<file path="src/rtl/hex_cmd_pkg.sv">
// Shared types and character constants for the ASCII hex command parser.
package hex_cmd_pkg;

  typedef enum logic [2:0] {
    S_HI   = 3'd0,
    S_LO   = 3'd1,
    S_TERM = 3'd2,
    S_OUT  = 3'd3,
    S_SYNC = 3'd4
  } state_t;

  localparam logic [7:0] C_LF = 8'h0A;
  localparam logic [7:0] C_CR = 8'h0D;
  localparam logic [7:0] C_SP = 8'h20;

endpackage

</file>
<file path="src/rtl/hex_nibble_decode.sv">
// Combinational ASCII hex digit decoder: flags 0-9, A-F, a-f and returns the nibble value.
module hex_nibble_decode (
  input  logic [7:0] ch,
  output logic       is_hex,
  output logic [3:0] value
);

  always_comb begin
    is_hex = 1'b0;
    value  = 4'h0;
    if (ch >= 8'h30 && ch <= 8'h39) begin
      is_hex = 1'b1;
      value  = ch[3:0];
    end else if ((ch >= 8'h41 && ch <= 8'h46) || (ch >= 8'h61 && ch <= 8'h66)) begin
      // Both letter ranges have 1..6 in the low nibble, so add 9 to land on 10..15.
      is_hex = 1'b1;
      value  = ch[3:0] + 4'd9;
    end
  end

endmodule

</file>
<file path="src/rtl/hex_cmd_parser.sv">
// Drains a FWFT FIFO, parses "HH\n" lines (CR ignored) and presents each decoded byte on
// a valid/ready port; malformed lines pulse o_err and bump a saturating counter.
module hex_cmd_parser
  import hex_cmd_pkg::*;
#(
  parameter logic [7:0] P_TERM = C_LF,
  parameter logic [7:0] P_SKIP = C_CR
) (
  input  logic       i_clk,
  input  logic       i_rst,
  input  logic       i_empty_n,
  input  logic [7:0] i_data,
  output logic       o_rd,
  output logic       o_valid,
  output logic [7:0] o_byte,
  input  logic       i_ready,
  output logic       o_err,
  output logic [7:0] o_err_cnt
);

  state_t     state;
  state_t     state_nxt;
  logic [3:0] hi_nib;
  logic [3:0] lo_nib;
  logic       is_hex;
  logic [3:0] nib_val;
  logic       rd;
  logic       err_now;
  logic       ld_hi;
  logic       ld_lo;
  logic       ld_out;

  hex_nibble_decode u_decode (
    .ch     (i_data),
    .is_hex (is_hex),
    .value  (nib_val)
  );

  // Handshakes: a FIFO byte is consumed on any edge with o_rd=1 (i_data valid while
  // i_empty_n); a decoded byte transfers on the edge with o_valid && i_ready, and
  // o_byte is held stable for as long as o_valid waits for i_ready.
  assign rd   = i_empty_n && (state != S_OUT);
  assign o_rd = rd;

  always_comb begin
    state_nxt = state;
    err_now   = 1'b0;
    ld_hi     = 1'b0;
    ld_lo     = 1'b0;
    ld_out    = 1'b0;
    case (state)
      S_HI: begin
        if (rd) begin
          if (is_hex) begin
            ld_hi     = 1'b1;
            state_nxt = S_LO;
          end else if (!(i_data == P_SKIP || i_data == C_SP || i_data == P_TERM)) begin
            err_now   = 1'b1;
            state_nxt = S_SYNC;
          end
        end
      end
      S_LO: begin
        if (rd) begin
          if (is_hex) begin
            ld_lo     = 1'b1;
            state_nxt = S_TERM;
          end else if (i_data == P_TERM) begin
            // Line already ended, so no resync is needed.
            err_now   = 1'b1;
            state_nxt = S_HI;
          end else if (i_data != P_SKIP) begin
            err_now   = 1'b1;
            state_nxt = S_SYNC;
          end
        end
      end
      S_TERM: begin
        if (rd) begin
          if (i_data == P_TERM) begin
            ld_out    = 1'b1;
            state_nxt = S_OUT;
          end else if (i_data != P_SKIP) begin
            err_now   = 1'b1;
            state_nxt = S_SYNC;
          end
        end
      end
      S_OUT: begin
        if (i_ready) state_nxt = S_HI;
      end
      S_SYNC: begin
        if (rd && i_data == P_TERM) state_nxt = S_HI;
      end
      default: state_nxt = S_HI;
    endcase
  end

  always_ff @(posedge i_clk) begin
    if (i_rst) begin
      state     <= S_HI;
      hi_nib    <= 4'h0;
      lo_nib    <= 4'h0;
      o_valid   <= 1'b0;
      o_byte    <= 8'h00;
      o_err     <= 1'b0;
      o_err_cnt <= 8'h00;
    end else begin
      state <= state_nxt;
      o_err <= err_now;
      if (err_now && o_err_cnt != 8'hFF) o_err_cnt <= o_err_cnt + 8'd1;
      if (ld_hi) hi_nib <= nib_val;
      if (ld_lo) lo_nib <= nib_val;
      if (ld_out) begin
        o_byte  <= {hi_nib, lo_nib};
        o_valid <= 1'b1;
      end else if (state == S_OUT && i_ready) begin
        o_valid <= 1'b0;
      end
    end
  end

endmodule

</file>
<file path="config.mk">
export PLATFORM = sky130hd
export DESIGN_NAME = hex_cmd_parser
export DESIGN_NICKNAME = d
export VERILOG_FILES = /design/src/rtl/hex_cmd_pkg.sv /design/src/rtl/hex_nibble_decode.sv /design/src/rtl/hex_cmd_parser.sv
export SDC_FILE = /design/constraint.sdc
export NUM_CORES = 1
export LEC_CHECK = 0
export BUFFER_PORTS_ARGS = -buffer_cell sky130_fd_sc_hd__buf_4
export CAP_MARGIN = 5
export CORE_AREA = 2 2 58 60
export CTS_CLUSTER_SIZE = 12
export DETAILED_ROUTE_END_ITERATION = 8
export DIE_AREA = 0 0 60 62
export GPL_TIMING_DRIVEN = 0
export PLACE_DENSITY = 0.8
export SYNTH_ARGS = -nofsm -noshare
export SYNTH_HDL_FRONTEND = slang
export SYNTH_SLANG_ARGS = --single-unit
export TNS_END_PERCENT = 100
</file>
<file path="constraint.sdc">
create_clock -name i_clk -period 2.88 [get_ports i_clk]
set_input_delay 0.576 -clock i_clk [delete_from_list [all_inputs] [get_ports i_clk]]
set_output_delay 0.576 -clock i_clk [all_outputs]
set_load 0.05 [all_outputs]
</file>
==> results.yml <==
timing:
  relSlewSlack_pct: 58.2
  fin_tns_setup_ns: 0
  setup_ws_ns: 0.314
  fin_skew_ns: 0.0153
  setup_violations: 0
  finalCriticalPeriod_ns: 2.57
  period_share_pct: 89.1
  worstMarginPinSlew_ns: 0.622
  drv_slew: 0
  finalHoldViolCount: 0
  rsz0062_at_grt: "false"
  fmax_mhz: 390
  holdWs_ns: 0.496
synth:
  synth-seq-area-share_pct: 35.9
  syn_area_sq_um: 1620
  synth_warnings: 0
  synth_nets: 202
  ys_types: 50
  syn_inst: 185
  synth_seq_cells: 29
  synth-async-reset-ratio_pct: 0
  synth_top_flop_cell: "dfxtp_1"
  syn_avg_cell_area_sq_um: 8.74
  synth-edff-count: 0
power:
  irDropWorstVdd_mv: 0.337
  power.leakage_nw: 0.759
  power_density_nw_per_um2: 409
die:
  die_area_sq_um: 3720
  core_area_sq_um: 3180
  start_util_pct: 50.8
  die_w_um: 60
  io_pins: 31
  rows: 21
  chipHeight_um: 62
route:
  avgRoutedWirePerCell_um: 12.5
  vias_per_cell: 5.40
  wl_um: 3360
  vias: 1452
  drt_first_iter_violations: 48
  remaining_drc_errors: 0
  postRouteAntennaNets: 0
  dr.pass1.iters: 4
final_layout:
  diodes: 0
  synthToLayoutAreaGrowth_pct: 20.9
  nFillCells: 309
  drive_above_1_share_pct: 25.1
  fin_nets: 239
  fin_util_pct: 61.5
setup_path:
  cp_common_cell: "nor2_1"
  cp_data_required_time_ns: 3.11
  arrival_ns: 2.80
  cp_max_fo: 8
  slowest_delay_ns: 0.59
  end_kind: "register"
  cp-start-kind: "input pin"
  critPathSlowestCell: "a2111oi_4"
  path_cells: "buf_4, inv_1, ha_1, o21bai_1, a2111oi_4, nor2_1, nor3_4, nor2_1, a211oi_1"
  path_class: "in -> reg"
place:
  portBuffers: 30
  finalWeightedCongestion: 0.781
  pre_cts_ws_ns: 0.0709
  dp_hpwl_um: 2530
hold_path:
  hp-class: "reg -> reg"
cts:
  numCtsBuffers: 5
  root_buffer: "clkbuf_4"
  cts_buffer_depth: 2
  htreeDepth: 2
  cts_tree: "built"
  cts_resized: 0
  cts_sinks: 29
  cts-hold-fix-buffers: 0
  path_clk_slew_ns: 0.10
  cts_setup_buffers: 0
  clock_latency_ns: 0.34
grt:
  grt_pass1_vias: 1260
  grtUsageTotal_pct: 20.5
  antenna_found_initial: 0
  grt_max_degree: 11
  grt_pass1_wl_um: 5610
  grt.overflow.total: 0
flow_run:
  maxCapViolCount: 0
outcome:
  outcome: "finished, final reports clean"
-- critical path, delay by kind of cell --
| family | cells | cell delay, ns |
|---|---|---|
| AOI/OAI and AO/OA | 3 | 0.98 |
| and+or+nand+nor | 3 | 0.77 |
| adders and majority gates | 1 | 0.27 |
| buffers and inverters | 2 | 0.20 |
-- placed cells by master (no fill, tap or decap), types with 3 or more instances in the layout --
cell type,synthesis,layout
a211oi_1,9,9
a21oi_1,12,12
buf_2,3,3
buf_4,0,30
clkbuf_1,3,3
clkbuf_4,1,6
dfxtp_1,29,29
ha_1,5,5
inv_1,6,6
mux2i_1,9,9
nand2_1,8,8
nand2b_1,3,3
nand3_1,8,8
nor2_1,28,28
nor2b_1,3,3
nor3_1,4,4
o21ai_0,7,7
or3_1,5,5
-- final timing paths --
| path | start | endpoint | slack, ns | cells past startpoint |
|---|---|---|---|---|
| setup / recovery | i_data[1] | hi_nib[0] | 0.31 | 9 |
| hold reg to reg | o_valid | o_valid | 0.50 | 2 |
| hold / removal | o_valid | o_valid | 0.50 | 2 |
| setup reg to reg | state[1] | o_err_cnt[7] | 0.89 | 7 |
-- layer usage --
metal,vias up,wire length [um],track usage (%)
met1,660,1620,26.0
met4,0,78,8.89
met3,8,143,6.63
met2,29,1520,32.0
met5,-,0,0
li1,755,-,-
-- layout make-up --
cell class	count	area [sq um]	area share, %
multi-input combinational	141	957	49.0
sequential	29	581	29.7
timing repair buffer	30	225	11.5
tap	46	57.6	2.94
buffer	9	56.3	2.88
clock buffer	5	37.5	1.92
inverter	6	22.5	1.15
clock inverter	3	17.5	0.896
-- stage by stage --
step / power, mW / std cells / cell area [sq um]
6_report: 0.799 / 269 / 1950
5_1_grt: 0.832 / 269 / 1950
4_1_cts: 0.804 / 269 / 1950
3_5_place_dp: 0.564 / 261 / 1900
3_3_place_gp: 0.561 / 261 / 1900
2_1_floorplan: 0.519 / 185 / 1620
-- state kept, by name, summed over array words and instances (netlist names) --
signal     cells
o_byte         8
o_err          1
o_valid        1
lo_nib         4
state          3
hi_nib         4
o_err_cnt      8
-- where the power goes --
group / internal, mW / switching, mW / leakage (nW)
clock: 0.0919 / 0.153 / 0.0310
sequential: 0.411 / 0.00900 / 0.235
combinational: 0.0529 / 0.0824 / 0.493
total: 0.555 / 0.244 / 0.759
-- synthesized netlist by cell type (2+ instances only) --
cell      number  area share, %
o21bai_1       2           0.93
nor3_1         4            1.2
mux2i_1        9            5.6
or3_1          5            1.9
a21oi_1       12            3.7
a31oi_1        2           0.77
nor2_1        28            6.5
a21o_1         2           0.93
nand3_1        8            2.5
nand2_1        8            1.9
nor3_4         2            2.0
dfxtp_1       29             36
inv_1          6            1.4
a211oi_1       9            4.2
nor2b_1        3            1.2
o21ai_0        7            2.2
nand2b_1       3            1.2
and3_1         2           0.77
xnor2_1        2            1.1
buf_6          2            1.4
clkbuf_1       3           0.70
buf_2          3           0.93
ha_1           5            3.9
nand4_1        2           0.77
o22ai_1        2           0.77
-- kinds of logic after synthesis --
| group | after synthesis | share of synthesized area, % |
|---|---|---|
| XOR/XNOR | 3 | 1.63 |
| adder cells (fa/ha/maj) | 5 | 3.87 |
| buffers and inverters | 15 | 4.88 |
| AND/OR/NAND/NOR | 72 | 23.4 |
| flip-flops | 29 | 35.9 |
| multiplexers | 10 | 6.50 |
| AO/OA/AOI/OAI | 51 | 23.8 |
No activity file was read; power rests on OpenSTA's default activity.
